--- src/rtl/w_stage_if.sv ---
// rtl/w_stage_if.sv - M-to-W pipeline bundle and W-stage GRF/forwarding outputs
interface w_stage_if;
  logic        M_Valid;
  logic [31:0] M_PC;
  logic        M_RegWrite;
  logic [4:0]  M_A3;
  logic [1:0]  M_WDSel;
  logic [2:0]  M_LoadType;
  logic [31:0] M_ALUResult;
  logic [31:0] M_DMRD;
  logic [31:0] M_MDResult;

  logic        W_Valid;
  logic        W_GRF_RegWrite;
  logic [4:0]  W_GRF_A3;
  logic [31:0] W_GRF_RFWD;
  logic [31:0] W_GRF_PC;
  logic [31:0] W_RetireCnt;

  modport master (
    output M_Valid, M_PC, M_RegWrite, M_A3, M_WDSel, M_LoadType,
           M_ALUResult, M_DMRD, M_MDResult,
    input  W_Valid, W_GRF_RegWrite, W_GRF_A3, W_GRF_RFWD, W_GRF_PC, W_RetireCnt
  );

  modport slave (
    input  M_Valid, M_PC, M_RegWrite, M_A3, M_WDSel, M_LoadType,
           M_ALUResult, M_DMRD, M_MDResult,
    output W_Valid, W_GRF_RegWrite, W_GRF_A3, W_GRF_RFWD, W_GRF_PC, W_RetireCnt
  );
endinterface

--- src/rtl/w_stage.sv ---
// rtl/w_stage.sv - write-back stage: W register, load extension, RFWD mux, retire counter
// Optional sub-word load extension enabled by defining W_LOAD_EXT_EN.
module w_stage #(
  parameter logic [31:0] RESET_PC = 32'h0000_3000
) (
  input logic   Clk,
  input logic   Reset,
  w_stage_if.slave wif
);

  logic        valid_q,    valid_d;
  logic        regwrite_q, regwrite_d;
  logic [4:0]  a3_q,       a3_d;
  logic [1:0]  wdsel_q,    wdsel_d;
  logic [31:0] pc_q,       pc_d;
  logic [31:0] alu_q,      alu_d;
  logic [31:0] dmrd_q,     dmrd_d;
  logic [31:0] md_q,       md_d;
  logic [31:0] retire_cnt_q, retire_cnt_d;
  logic [31:0] load_data;
  logic [31:0] rfwd;

  always_comb begin
    valid_d      = wif.M_Valid;
    regwrite_d   = wif.M_Valid & wif.M_RegWrite;
    a3_d         = wif.M_A3;
    wdsel_d      = wif.M_WDSel;
    pc_d         = wif.M_PC;
    alu_d        = wif.M_ALUResult;
    dmrd_d       = wif.M_DMRD;
    md_d         = wif.M_MDResult;
    // Counts the instruction leaving W at this edge, not the one arriving.
    retire_cnt_d = retire_cnt_q + {31'd0, valid_q};
  end

  always_ff @(posedge Clk or posedge Reset) begin
    if (Reset) begin
      valid_q      <= 1'b0;
      regwrite_q   <= 1'b0;
      a3_q         <= 5'd0;
      wdsel_q      <= 2'd0;
      pc_q         <= RESET_PC;
      alu_q        <= 32'd0;
      dmrd_q       <= 32'd0;
      md_q         <= 32'd0;
      retire_cnt_q <= 32'd0;
    end else begin
      valid_q      <= valid_d;
      regwrite_q   <= regwrite_d;
      a3_q         <= a3_d;
      wdsel_q      <= wdsel_d;
      pc_q         <= pc_d;
      alu_q        <= alu_d;
      dmrd_q       <= dmrd_d;
      md_q         <= md_d;
      retire_cnt_q <= retire_cnt_d;
    end
  end

`ifdef W_LOAD_EXT_EN
  logic [2:0]  loadtype_q, loadtype_d;
  logic [7:0]  byte_sel;
  logic [15:0] half_sel;

  always_comb begin
    loadtype_d = wif.M_LoadType;
  end

  always_ff @(posedge Clk or posedge Reset) begin
    if (Reset) begin
      loadtype_q <= 3'd0;
    end else begin
      loadtype_q <= loadtype_d;
    end
  end

  always_comb begin
    byte_sel = 8'd0;
    case (alu_q[1:0])
      2'd0:    byte_sel = dmrd_q[7:0];
      2'd1:    byte_sel = dmrd_q[15:8];
      2'd2:    byte_sel = dmrd_q[23:16];
      default: byte_sel = dmrd_q[31:24];
    endcase
    // Halfword alignment is checked upstream; only off[1] picks the half.
    half_sel = alu_q[1] ? dmrd_q[31:16] : dmrd_q[15:0];
    load_data = dmrd_q;
    case (loadtype_q)
      3'd1:    load_data = {{24{byte_sel[7]}}, byte_sel};
      3'd2:    load_data = {24'd0, byte_sel};
      3'd3:    load_data = {{16{half_sel[15]}}, half_sel};
      3'd4:    load_data = {16'd0, half_sel};
      default: load_data = dmrd_q;
    endcase
  end
`else
  logic [2:0] unused_loadtype;

  assign unused_loadtype = wif.M_LoadType;

  always_comb begin
    load_data = dmrd_q;
  end
`endif

  always_comb begin
    rfwd = alu_q;
    case (wdsel_q)
      2'd0:    rfwd = alu_q;
      2'd1:    rfwd = load_data;
      2'd2:    rfwd = pc_q + 32'd8;
      default: rfwd = md_q;
    endcase
  end

  assign wif.W_Valid        = valid_q;
  assign wif.W_GRF_RegWrite = valid_q & regwrite_q & (a3_q != 5'd0);
  assign wif.W_GRF_A3       = a3_q;
  assign wif.W_GRF_RFWD     = rfwd;
  assign wif.W_GRF_PC       = pc_q;
  assign wif.W_RetireCnt    = retire_cnt_q;

endmodule

--- src/flat_wrapper.sv ---
// flat-port wrapper written by rule: the top's interface ports become plain ports
module w_stage_flat 
#(
  parameter logic [31:0] RESET_PC = 32'h0000_3000
)
  (Clk, Reset, wif_M_Valid, wif_M_PC, wif_M_RegWrite, wif_M_A3, wif_M_WDSel, wif_M_LoadType, wif_M_ALUResult, wif_M_DMRD, wif_M_MDResult, wif_W_Valid, wif_W_GRF_RegWrite, wif_W_GRF_A3, wif_W_GRF_RFWD, wif_W_GRF_PC, wif_W_RetireCnt);
  w_stage_if wif_i ();
  input logic Clk;
  input logic Reset;
  input wire logic [$bits(wif_i.M_Valid)-1:0] wif_M_Valid;
  input wire logic [$bits(wif_i.M_PC)-1:0] wif_M_PC;
  input wire logic [$bits(wif_i.M_RegWrite)-1:0] wif_M_RegWrite;
  input wire logic [$bits(wif_i.M_A3)-1:0] wif_M_A3;
  input wire logic [$bits(wif_i.M_WDSel)-1:0] wif_M_WDSel;
  input wire logic [$bits(wif_i.M_LoadType)-1:0] wif_M_LoadType;
  input wire logic [$bits(wif_i.M_ALUResult)-1:0] wif_M_ALUResult;
  input wire logic [$bits(wif_i.M_DMRD)-1:0] wif_M_DMRD;
  input wire logic [$bits(wif_i.M_MDResult)-1:0] wif_M_MDResult;
  output wire logic [$bits(wif_i.W_Valid)-1:0] wif_W_Valid;
  output wire logic [$bits(wif_i.W_GRF_RegWrite)-1:0] wif_W_GRF_RegWrite;
  output wire logic [$bits(wif_i.W_GRF_A3)-1:0] wif_W_GRF_A3;
  output wire logic [$bits(wif_i.W_GRF_RFWD)-1:0] wif_W_GRF_RFWD;
  output wire logic [$bits(wif_i.W_GRF_PC)-1:0] wif_W_GRF_PC;
  output wire logic [$bits(wif_i.W_RetireCnt)-1:0] wif_W_RetireCnt;
  assign wif_i.M_Valid = wif_M_Valid;
  assign wif_i.M_PC = wif_M_PC;
  assign wif_i.M_RegWrite = wif_M_RegWrite;
  assign wif_i.M_A3 = wif_M_A3;
  assign wif_i.M_WDSel = wif_M_WDSel;
  assign wif_i.M_LoadType = wif_M_LoadType;
  assign wif_i.M_ALUResult = wif_M_ALUResult;
  assign wif_i.M_DMRD = wif_M_DMRD;
  assign wif_i.M_MDResult = wif_M_MDResult;
  assign wif_W_Valid = wif_i.W_Valid;
  assign wif_W_GRF_RegWrite = wif_i.W_GRF_RegWrite;
  assign wif_W_GRF_A3 = wif_i.W_GRF_A3;
  assign wif_W_GRF_RFWD = wif_i.W_GRF_RFWD;
  assign wif_W_GRF_PC = wif_i.W_GRF_PC;
  assign wif_W_RetireCnt = wif_i.W_RetireCnt;
  w_stage #(.RESET_PC(RESET_PC)) u_core (.Clk(Clk), .Reset(Reset), .wif(wif_i));
endmodule
--- config.mk ---
export PLATFORM = sky130hd
export DESIGN_NAME = w_stage_flat
export DESIGN_NICKNAME = d
export VERILOG_FILES = /design/src/rtl/w_stage_if.sv /design/src/rtl/w_stage.sv /design/src/flat_wrapper.sv
export SDC_FILE = /design/constraint.sdc
export NUM_CORES = 1
export LEC_CHECK = 0
export ABC_AREA = 0
export BUFFER_PORTS_ARGS = -buffer_cell sky130_fd_sc_hd__buf_2
export CAP_MARGIN = 20
export CORE_MARGIN = 1
export CORE_UTILIZATION = 54
export CTS_BUF_LIST = sky130_fd_sc_hd__clkbuf_4 sky130_fd_sc_hd__clkbuf_8
export DETAILED_ROUTE_END_ITERATION = 6
export GPL_ROUTABILITY_DRIVEN = 0
export GPL_TIMING_DRIVEN = 0
export PLACE_DENSITY = 0.88
export SETUP_SLACK_MARGIN = 0.3
export SYNTH_ARGS = -nofsm -noshare
export SYNTH_HDL_FRONTEND = slang
export SYNTH_SLANG_ARGS = --single-unit
--- constraint.sdc ---
create_clock -name Clk -period 9.5 [get_ports Clk]
set_input_delay 1.9 -clock Clk [delete_from_list [all_inputs] [get_ports Clk]]
set_output_delay 1.9 -clock Clk [all_outputs]
set_load 0.01 [all_outputs]
# Yosys cells after proc, flatten, opt, wreduce, memory -nomap -nowiden
# Index checks and enable logic that the tools add are counted.
[totals]
regBits = 169
output_inout_bits = 103
word_cells = 19
[op_classes]
n_addsub = 2
eq_ne = 2
mux = 1
n_bitwise = 3
n_reduce_logical = 2
[op_table]
columns = ["operator", "n"]
rows = [
  ["one-hot mux 32 bit (3 select lines)", 1],
  ["adder 32 x 1 -> 32 bit", 1],
  ["adder 32 x 4 -> 32 bit (second input constant)", 1],
  ["nonzero test 5 bit", 1],
  ["bitwise AND 1 bit", 3],
  ["== test 2 x 1 -> 1 bit (second input constant)", 1],
  ["== test 2 bit (second input constant)", 1],
  ["logical NOT 2 bit", 1],
]

# Logic depth before layout (Yosys ltp)
# Gate-level depths: netlist (run 1).
[depth]
ltp_word = 2
depth_mapped = 7
mapped_depth_nobuf = 7

# Worst setup path after synthesis (run 1)
# Ideal clock, no wire load.
[synth_path]
path_kind = "register -> output"
from = "register u_core.pc_q[3], in the netlist u_core.wif.W_GRF_PC[3]"
to = "output port wif_W_GRF_RFWD[19]"
arrival_time_ns = 1.950
required_ns = 7.600
path_slack_ns = 5.650
stages_incl_launch_ff = 7
n_path_buf = 0
cell_sequence = "dfrtp_1 -> ha_1 -> nand4_1 -> nor4b_1 -> nand2_1 -> xnor2_1 -> mux4_2"
[synth_between]
elab_chain_cells = 2
[synth_lines]
columns = ["element", "line", "rtl"]
rows = [
  ["from (decl)", "w_stage.sv:15", "logic [31:0] pc_q, pc_d;"],
  ["from (signal assigned)", "w_stage.sv:52", "pc_q <= pc_d;"],
  ["adder 32 x 4 -> 32 bit", "w_stage.sv:111", "2'd2: rfwd = pc_q + 32'd8;"],
  ["one-hot mux 32 bit (3 select lines)", "w_stage.sv:108", "case (wdsel_q)"],
  ["to (decl)", "flat_wrapper.sv:22", "output wire logic [$bits(wif_i.W_GRF_RFWD)-1:0] wif_W_GRF_RFWD;"],
]
# Every way passes these cells.

# Worst setup path in the final report (run 1)
[layout_path]
from = "register u_core.pc_q[3], in the netlist u_core.wif.W_GRF_PC[3]"
to = "output port wif_W_GRF_RFWD[17]"
# The elaborated chain is that of the path after synthesis.

==> qor.csv, run 1 <==
stage,metric,value,unit
cts,post-CTS resize count,0,
cts,CTS max path bufs,2,
synthesis,Post-Syn Area,0.00619,mm^2
floorplanning,# IOs,245,
global_routing,GRT overflow,0,
timing,Sum Neg Setup Slack,0,ns
cts,cts hold-fix bufs,0,
synthesis,"EDFF count, synth",0,
timing,Max Freq,0.211,GHz
synthesis,Yosys cell types,34,
routing,Total Wirelength,15.1,mm
finish,most frequent cells in the layout,"buf_2, dfrtp_1, xnor2_1, nand2_1, nand3_1",
routing,post-route ant nets,0,
cts,clk_lat worst skew,0.46,ns
synthesis,"Primary FF master, synth",dfrtp_1,
timing,Setup-failing EPs final,0,
cts,TritonCTS sink count,169,
floorplanning,core area,0.0110,mm^2
cts,CTS Buf Count,17,
cts,post-CTS setup buffer count,0,
routing,Post-route DRC,0,
finish,Layout Nets,820,
timing,Tmin final,4.74,ns
global_routing,number of global-route vias before repair,4579,
floorplanning,FP Rows,38,
cts,CTS tree,done,
synthesis,Yosys Warn Count,0,
floorplanning,chip width,109,um
global_routing,first-pass GRT wire length,22.8,mm
place,HPWL after DPL,11.3,mm
setup_path,top fanout value on the critical path,5,
floorplanning,Die H,109,um
power_and_ir_drop,Max VDD drop,178,uV
finish,"most common cell after layout, fill and taps aside",buf_2,
cts,clk root buf,clkbuf_8,
cts,H-Tree Depth,4,
synthesis,Async SR Flop Fraction,100,%
worst_hold_path,Hold Path Class,flop to flop,
run,Max Cap Viol,0,
place,Port Buffers,241,
timing,Final period util,49.9,%
setup_path,Startpoint Class,flop,
setup_path,CP Capture Type,output port,
timing,Final Max Slew Viols,0,
outcome,status,"complete, no violations",
routing,Vias per Instance,5.23,
power_and_ir_drop,pwr/cell area,183,mW/mm^2
synthesis,#FFs+latches synth,169,
timing,relative slew slack,42.8,%
synthesis,post-synthesis sequential area ratio,68.3,%
timing,endpoints failing hold,0,
routing,DR iter-0 viols,249,
timing,RSZ-0062 raised after global routing,no,
setup_path,CP required,7.60,ns
routing,drt first pass iters,4,
floorplanning,die area,0.0119,mm^2
synthesis,syn nets,559,
setup_path,Setup Crit Path Kind,flop to output port,
cts,Clock transition at path regs,0.08,ns
floorplanning,Initial Util,56.4,%
global_routing,GRT Total Usage,26.8,%
setup_path,WP data arrival,2.84,ns
finish,Filler Cell Count,708,
timing,clock skew,0.00659,ns
finish,Syn-to-layout area delta,29.0,%
global_routing,initial antenna violation count,1,
power_and_ir_drop,Lkg Pwr,0.00389,uW
routing,WL per Instance,18.3,um
routing,vias,4336,
global_routing,largest net degree at the start of global routing,97,
timing,worst-margin pin slew,0.859,ns
synthesis,Post-Syn Instances,414,
finish,Finished Layout Cells,829,
finish,share of cells above drive strength 1,45.5,%
synthesis,Mean Syn Cell Area,15.0,um^2
place,Placed Cells,796,
[Yosys cell counts (4+ instances only)]
library cell  count  area (um^2)
dfrtp_1         167         4180
xnor2_1          38          333
nand2_1          29          109
nand3_1          26          130
mux4_2           21          473
xor2_1           17          149
nor2_1           15         56.3
nand4_1          14         87.6
and3_1            8         50.1
inv_1             8         30.0
a21oi_1           7         35.0
mux2_2            7         78.8
o22ai_1           7         43.8
mux2i_1           6         60.1
and4_1            5         43.8
clkbuf_1          4         15.0
o221ai_1          4         35.0
[kinds of logic after synthesis]
| kind of cell | count (synthesis) | share of synthesized area (%) |
|---|---|---|
| mux | 34 | 9.88 |
| flops | 169 | 68.3 |
| simple gates | 114 | 10.1 |
| xor+xnor | 55 | 7.78 |
| fa+ha+maj | 3 | 0.606 |
| compound gates | 21 | 2.16 |
| buf+inv | 18 | 1.15 |
[area by class of cell]
type,count,area (um^2),area share [%]
clock inverter,9,100,1.25
multi-input combinational,227,1890,23.7
timing repair buffer,242,1230,15.4
buffer,10,41.3,0.517
sequential,169,4230,53.0
clock buffer,23,279,3.49
tap,140,175,2.19
inverter,8,35.0,0.439
antenna,1,2.50,0.0313
[worst max-delay path: stages (launching register included)]
cell     delay (ns)
dfrtp_1        0.43
ha_1           0.24
nand4_1        0.18
nor4b_1        0.60
nand2_1        0.15
xnor2_1        0.17
mux4_2         0.45
buf_2          0.16
[through the flow]
stage | hold WS (ns) | total power, uW | utilization, % | instance area [um^2] | setup WS [ns]
after detailed placement | 0.458 | 984 | 69.3 | 7610 | 5.26
after floorplan | 0.504 | 892 | - | 6190 | 3.03
after CTS | 0.468 | 1470 | 72.7 | 7990 | 4.70
final | 0.464 | 1460 | 72.7 | 7990 | 4.76
after global placement | 0.453 | 972 | 69.0 | 7570 | 1.76
after global routing | 0.494 | 1520 | 72.7 | 7990 | 4.49
[metal layers]
| layer | GRT usage (%) | routed length [um] | vias to the layer above |
|---|---|---|---|
| li1 | - | - | 1982 |
| met1 | 28.6 | 5450 | 2132 |
| met2 | 45.9 | 7840 | 192 |
| met3 | 11.6 | 1540 | 30 |
| met4 | 11.4 | 313 | 0 |
| met5 | 0 | 0 | - |
[registers in the layout, indices dropped and copies added, names as in the netlist, 2 cells and up]
signal and flops:
u_core.md_q 32, u_core.wif.W_GRF_PC 32, u_core.wif.W_GRF_A3 5, u_core.wif.W_RetireCnt 32, u_core.dmrd_q 32, u_core.wdsel_q 2
u_core.alu_q 32
[final timing paths]
kind	startpoint	to	slack (ns)	depth (start not counted)
min reg2reg	u_core.wif.W_RetireCnt[31]$_DFF_PP0_	u_core.wif.W_RetireCnt[31]$_DFF_PP0_	0.46	1
max	u_core.wif.W_GRF_PC[3]$_DFF_PP0_	wif_W_GRF_RFWD[17]	4.76	7
min in group asynchronous	Reset	u_core.dmrd_q[7]$_DFF_PP0_	1.54	2
max reg2reg	u_core.wif.W_Valid$_DFF_PP0_	u_core.wif.W_RetireCnt[20]$_DFF_PP0_	7.38	6
max in group asynchronous	Reset	u_core.dmrd_q[15]$_DFF_PP0_	7.09	3
min	u_core.wif.W_RetireCnt[31]$_DFF_PP0_	u_core.wif.W_RetireCnt[31]$_DFF_PP0_	0.46	1
[where the power goes]
group	total, uW	switching (uW)	internal, uW
Clock	489	241	248
Sequential	797	33.9	763
Combinational	173	89.5	84.0
(Power assumes the default switching activity.)
==> inputs of run 2 (changes only) <==
--- a/config.mk
+++ b/config.mk
@@ -9,12 +9,12 @@
 export BUFFER_PORTS_ARGS = -buffer_cell sky130_fd_sc_hd__buf_2
 export CAP_MARGIN = 20
 export CORE_MARGIN = 1
-export CORE_UTILIZATION = 54
+export CORE_UTILIZATION = 45
 export CTS_BUF_LIST = sky130_fd_sc_hd__clkbuf_4 sky130_fd_sc_hd__clkbuf_8
 export DETAILED_ROUTE_END_ITERATION = 6
 export GPL_ROUTABILITY_DRIVEN = 0
 export GPL_TIMING_DRIVEN = 0
-export PLACE_DENSITY = 0.88
+export PLACE_DENSITY = 0.78
 export SETUP_SLACK_MARGIN = 0.3
 export SYNTH_ARGS = -nofsm -noshare
 export SYNTH_HDL_FRONTEND = slang
==> constraint.sdc (replaced) <==
create_clock -name Clk -period 4.2 [get_ports Clk]
set_input_delay 0.84 -clock Clk [delete_from_list [all_inputs] [get_ports Clk]]
set_output_delay 0.84 -clock Clk [all_outputs]
set_load 0.01 [all_outputs]
==> run 2 against run 1 <==
Net effect: first-iteration DRC count grew 6.4%; non-clock buffer count grew 3; die area grew 20%; critical path depth is the same; total power grew 120%; sequential share of layout area shrank 0.51 points; hold slack gained 0.0031 ns; final cell count grew 4.6%; global-route usage shrank 4.6 points; design area grew 0.97%; register-to-register slack lost 5.3 ns; highest routed layer is now met5.
==> qor.csv, run 2 (synthesis gave the netlist of run 1 again) <==
stage,metric,value,unit,change
finish,n_diodes,0,,was 1
global_routing,initial antenna violation count,2,,was 1
routing,vias,4324,,was 4336
global_routing,GRT overflow,0,,unchanged
timing,clock skew,0.0121,ns,was 0.00659 ns
finish,Syn-to-layout area delta,30.2,%,was 29.0%
floorplanning,die area,0.0142,mm^2,was 0.0119 mm^2
cts,TritonCTS sink count,169,,unchanged
cts,CTS max path bufs,2,,unchanged
timing,Max Freq,0.270,GHz,
place,HPWL after DPL,11.6,mm,was 11.3 mm
outcome,status,"complete, no violations",,unchanged
routing,post-route ant nets,0,,unchanged
cts,clk root buf,clkbuf_8,,unchanged
place,Post-Place Worst Slack,0.937,ns,was 5.26 ns
floorplanning,FP Rows,42,,was 38
cts,post-CTS setup buffer count,0,,unchanged
power_and_ir_drop,pwr/cell area,397,mW/mm^2,was 183 mW/mm^2
timing,Final period util,88.3,%,
setup_path,CP Capture Type,output port,,unchanged
cts,CTS tree,done,,unchanged
global_routing,first-pass GRT wire length,23.4,mm,was 22.8 mm
floorplanning,# IOs,245,,unchanged
finish,Filler Cell Count,1085,,was 708
cts,H-Tree Depth,4,,unchanged
worst_hold_path,Hold Path Class,flop to flop,,unchanged
place,Area after DPL,0.00770,mm^2,was 0.00761 mm^2
global_routing,GRT Total Usage,22.2,%,was 26.8%
floorplanning,chip width,119,um,was 109 um
finish,share of cells above drive strength 1,45.9,%,was 45.5%
setup_path,WP data arrival,2.87,ns,was 2.84 ns
timing,worst setup margin,0.491,ns,was 4.76 ns
finish,final instance area,0.00807,mm^2,was 0.00799 mm^2
timing,Sum Neg Setup Slack,0,ns,unchanged
routing,WL per Instance,17.4,um,was 18.3 um
cts,Clock transition at path regs,0.09,ns,was 0.08 ns
global_routing,number of global-route vias before repair,4549,,was 4579
timing,worst-margin pin slew,0.941,ns,was 0.859 ns
setup_path,CP required,3.36,ns,was 7.60 ns
cts,CTS Buf Count,17,,unchanged
floorplanning,Initial Util,46.4,%,was 56.4%
floorplanning,Die H,119,um,was 109 um
run,Max Cap Viol,0,,unchanged
routing,Vias per Instance,4.99,,was 5.23
setup_path,Startpoint Class,flop,,unchanged
setup_path,Setup Crit Path Kind,flop to output port,,unchanged
finish,most frequent cells in the layout,"buf_2, dfrtp_1, xnor2_1, nand2_1, nand3_1",,unchanged
finish,"most common cell after layout, fill and taps aside",buf_2,,unchanged
timing,Final Max Slew Viols,0,,unchanged
timing,relative slew slack,37.3,%,was 42.8%
routing,drt first pass iters,4,,unchanged
timing,worst hold slack,0.467,ns,was 0.464 ns
finish,Layout Nets,823,,was 820
routing,DR iter-0 viols,265,,was 249
global_routing,largest net degree at the start of global routing,46,,was 97
place,Port Buffers,241,,unchanged
routing,Total Wirelength,15.1,mm,about the same
power_and_ir_drop,Max VDD drop,301,uV,was 178 uV
cts,clk_lat worst skew,0.44,ns,was 0.46 ns
timing,endpoints failing hold,0,,unchanged
power_and_ir_drop,Lkg Pwr,0.00387,uW,was 0.00389 uW
timing,RSZ-0062 raised after global routing,no,,unchanged
timing,Setup-failing EPs final,0,,unchanged
routing,Post-route DRC,0,,unchanged
setup_path,top fanout value on the critical path,5,,unchanged
timing,Tmin final,3.71,ns,
floorplanning,core area,0.0133,mm^2,was 0.0110 mm^2
[run 2: metal layers]
metal / vias up / wire length [um] / track usage, %
met5: - / 27 / 0
met2: 203 / 7590 / 37.4
met3: 24 / 1380 / 9.20
met4: 4 / 196 / 6.80
li1: 1979 / - / -
met1: 2114 / 5870 / 25.7
[run 2: through the flow]
stage	power [uW]	cells	utilization (%)
detailed placement	2230	835	57.7
CTS	3250	867	60.4
global placement	2200	831	57.1
finish	3210	867	60.4
global route	3360	867	60.4
floorplan	2020	414	-
[run 2: area by class of cell]
type	instances	area [um^2]	area share, %
multi-input combinational	227	1900	23.5
sequential	169	4230	52.5
clock inverter	10	72.6	0.900
timing repair buffer	245	1290	15.9
clock buffer	22	284	3.52
tap	176	220	2.73
buffer	10	41.3	0.512
inverter	8	33.8	0.419
[run 2: power breakdown]
part	leakage (uW)	internal [uW]	switching, uW
logic	0.00168	193	200
registers	0.00203	1730	79.2
clock network	0.000156	457	551
[run 2: repair_timing]
action	4_1_cts	5_1_grt
hold buffers	0	0
gates resized for setup	0	1
endpoints found under the hold margin	0	0
setup endpoints to repair	0	2
[run 2: worst paths after layout]
check / startpoint / end / slack (ns) / depth (start not counted)
worst max-delay path: u_core.wif.W_GRF_PC[3]$_DFF_PP0_ / wif_W_GRF_RFWD[27] / 0.49 / 7
worst min-delay path: u_core.wif.W_RetireCnt[31]$_DFF_PP0_ / u_core.wif.W_RetireCnt[31]$_DFF_PP0_ / 0.47 / 1
worst max register to register: u_core.wif.W_Valid$_DFF_PP0_ / u_core.wif.W_RetireCnt[22]$_DFF_PP0_ / 2.07 / 6
worst min register to register: u_core.wif.W_RetireCnt[31]$_DFF_PP0_ / u_core.wif.W_RetireCnt[31]$_DFF_PP0_ / 0.47 / 1
max in group asynchronous: Reset / u_core.wif.W_GRF_PC[31]$_DFF_PP0_ / 2.63 / 5
min in group asynchronous: Reset / u_core.wif.W_RetireCnt[4]$_DFF_PP0_ / 0.51 / 2
[run 2: worst max-delay path, stage by stage, from the launching register on]
cell	delay [ns]
dfrtp_1	0.44
ha_1	0.25
nand4_1	0.21
nor3_2	0.52
nand3_1	0.23
xnor2_1	0.17
mux4_2	0.45
buf_2	0.15
==> inputs of run 3 (changes only) <==
--- a/config.mk
+++ b/config.mk
@@ -8,14 +8,15 @@
 export ABC_AREA = 0
 export BUFFER_PORTS_ARGS = -buffer_cell sky130_fd_sc_hd__buf_2
 export CAP_MARGIN = 20
+export CELL_PAD_IN_SITES_DETAIL_PLACEMENT = 2
+export CELL_PAD_IN_SITES_GLOBAL_PLACEMENT = 2
 export CORE_MARGIN = 1
-export CORE_UTILIZATION = 45
+export CORE_UTILIZATION = 29
 export CTS_BUF_LIST = sky130_fd_sc_hd__clkbuf_4 sky130_fd_sc_hd__clkbuf_8
 export DETAILED_ROUTE_END_ITERATION = 6
 export GPL_ROUTABILITY_DRIVEN = 0
 export GPL_TIMING_DRIVEN = 0
-export PLACE_DENSITY = 0.78
-export SETUP_SLACK_MARGIN = 0.3
+export PLACE_DENSITY_LB_ADDON = 0.1
 export SYNTH_ARGS = -nofsm -noshare
 export SYNTH_HDL_FRONTEND = slang
 export SYNTH_SLANG_ARGS = --single-unit
==> run 3 against run 2 <==
Net effect: hold slack worse by 0.17 ns; critical path type unchanged; clock-buffer cell count down 3; clock skew about the same; sequential power barely moved; register-to-register slack worse by 0.12 ns; combinational power is 3% higher.
==> qor.csv, run 3 (synthesis gave the netlist of run 1 again) <==
stage,metric,value,unit,change
setup_path,Worst setup startpoint,u_core.wif.W_GRF_PC[3]$_DFF_PP0_,,unchanged
finish,Finished Layout Cells,970,,was 867
floorplanning,Die H,148,um,was 119 um
cts,Clock transition at path regs,0.09,ns,about the same
global_routing,GRT Total Usage,18.0,%,was 22.2%
cts,TritonCTS sink count,169,,unchanged
floorplanning,core area,0.0210,mm^2,was 0.0133 mm^2
timing,Final period util,89.7,%,was 88.3%
cts,CTS Buf Count,17,,unchanged
setup_path,WP data arrival,2.93,ns,was 2.87 ns
timing,Sum Neg Setup Slack,0,ns,unchanged
finish,most frequent cells in the layout,"buf_2, dfrtp_1, xnor2_1, nand2_1, nand3_1",,unchanged
cts,clk root buf,clkbuf_8,,unchanged
setup_path,origin of the critical flop-to-flop path,u_core.wif.W_Valid$_DFF_PP0_,,unchanged
global_routing,initial antenna violation count,4,,was 2
routing,WL per Instance,19.1,um,was 17.4 um
setup_path,CP Capture Type,output port,,unchanged
setup_path,R2R Setup Slk,1.95,ns,was 2.07 ns
routing,Total Wirelength,18.5,mm,was 15.1 mm
setup_path,R2R depth,6,,unchanged
setup_path,Startpoint Class,flop,,unchanged
finish,Layout Nets,823,,unchanged
timing,relative slew slack,34.8,%,was 37.3%
worst_hold_path,Hold Path Class,primary input to asynchronous set/reset pin,,was flop to flop
routing,Post-route DRC,0,,unchanged
floorplanning,die area,0.0219,mm^2,was 0.0142 mm^2
finish,final instance area,0.00823,mm^2,was 0.00807 mm^2
timing,Max Freq,0.265,GHz,was 0.270 GHz
timing,clock skew,0.0121,ns,about the same
power_and_ir_drop,pwr/cell area,411,mW/mm^2,was 397 mW/mm^2
setup_path,Setup Crit Path Kind,flop to output port,,unchanged
global_routing,largest net degree at the start of global routing,45,,was 46
floorplanning,# IOs,245,,unchanged
cts,post-CTS resize count,0,,unchanged
global_routing,GRT overflow,0,,unchanged
routing,drt first pass iters,4,,unchanged
timing,worst-margin pin slew,0.979,ns,was 0.941 ns
timing,RSZ-0062 raised after global routing,no,,unchanged
power_and_ir_drop,Max VDD drop,220,uV,was 301 uV
cts,clk_lat worst skew,0.46,ns,was 0.44 ns
floorplanning,chip width,148,um,was 119 um
outcome,status,"complete, no violations",,unchanged
timing,Final Max Slew Viols,0,,unchanged
cts,cts hold-fix bufs,0,,unchanged
timing,Tmin final,3.77,ns,was 3.71 ns
cts,CTS max path bufs,2,,unchanged
global_routing,number of global-route vias before repair,5142,,was 4549
floorplanning,FP Rows,53,,was 42
power_and_ir_drop,Tot Pwr,3380,uW,was 3210 uW
cts,post-CTS setup buffer count,0,,unchanged
finish,Syn-to-layout area delta,32.8,%,was 30.2%
timing,Setup-failing EPs final,0,,unchanged
routing,Vias per Instance,4.56,,was 4.99
cts,H-Tree Depth,4,,unchanged
routing,post-route ant nets,0,,unchanged
timing,endpoints failing hold,0,,unchanged
place,Placed Cells,934,,was 835
finish,share of cells above drive strength 1,45.7,%,was 45.9%
place,HPWL after DPL,14.3,mm,was 11.6 mm
cts,CTS tree,done,,unchanged
routing,vias,4426,,was 4324
setup_path,CP required,3.36,ns,about the same
setup_path,Crit Reg-Reg Endpoint,u_core.wif.W_RetireCnt[20]$_DFF_PP0_,,was u_core.wif.W_RetireCnt[22]$_DFF_PP0_
run,Max Cap Viol,0,,unchanged
finish,"most common cell after layout, fill and taps aside",buf_2,,unchanged
place,Area after DPL,0.00783,mm^2,was 0.00770 mm^2
setup_path,top fanout value on the critical path,5,,unchanged
finish,final core utilization,39.3,%,was 60.4%
power_and_ir_drop,Lkg Pwr,0.00391,uW,was 0.00387 uW
routing,DR iter-0 viols,94,,was 265
place,Port Buffers,241,,unchanged
floorplanning,Initial Util,29.6,%,was 46.4%
global_routing,first-pass GRT wire length,29.4,mm,was 23.4 mm
==> run 3: area by class of cell <==
cell class                      count  area (um^2)
Inverter                            8         33.8
Tap cell                          275          344
Clock buffer                       19          249
Timing Repair Buffer              245         1290
Sequential cell                   169         4230
Buffer                             10         41.3
Fill cell                        2221        12700
Clock inverter                     13          141
Multi-Input combinational cell    227         1890
Antenna cell                        4         10.0
==> run 3: how the worst max path moves through the flow <==
stage                                 end  slack [ns]  depth (start not counted)
5_1_grt                wif_W_GRF_RFWD[19]        0.16                          7
6_report               wif_W_GRF_RFWD[17]        0.43                          7
2_1_floorplan   u_core.alu_q[0]$_DFF_PP0_        1.21                          1
4_1_cts                wif_W_GRF_RFWD[27]        0.37                          7
3_5_place_dp           wif_W_GRF_RFWD[17]        0.94                          7
3_3_place_gp   u_core.alu_q[27]$_DFF_PP0_        0.24                          2
==> run 3: metal layers <==
layer | track usage (%) | wire (um) | up-vias
met5 | 0 | 0 | -
met4 | 5.26 | 182 | 0
met3 | 5.18 | 1200 | 12
met2 | 31.8 | 9930 | 135
met1 | 21.2 | 7240 | 2290
li1 | - | - | 1989
==> run 3: critical path: stages, from the launching register on <==
cell     delay [ns]
dfrtp_1        0.45
ha_1           0.26
nand4_1        0.19
nor4b_1        0.58
nand2_1        0.15
xnor2_1        0.20
mux4_2         0.47
buf_2          0.16
==> run 3: through the flow <==
step                worst slack, ns  hold slack (ns)
finish                        0.432            0.299
global route                  0.163            0.276
CTS                           0.373            0.265
detailed placement            0.939            0.482
global placement              0.244            0.456
floorplan                      1.21            0.504
==> run 3: report_power, final <==
part	internal (uW)	switching, uW
registers	1730	79.9
logic	194	210
clock network	546	622
total	2470	912
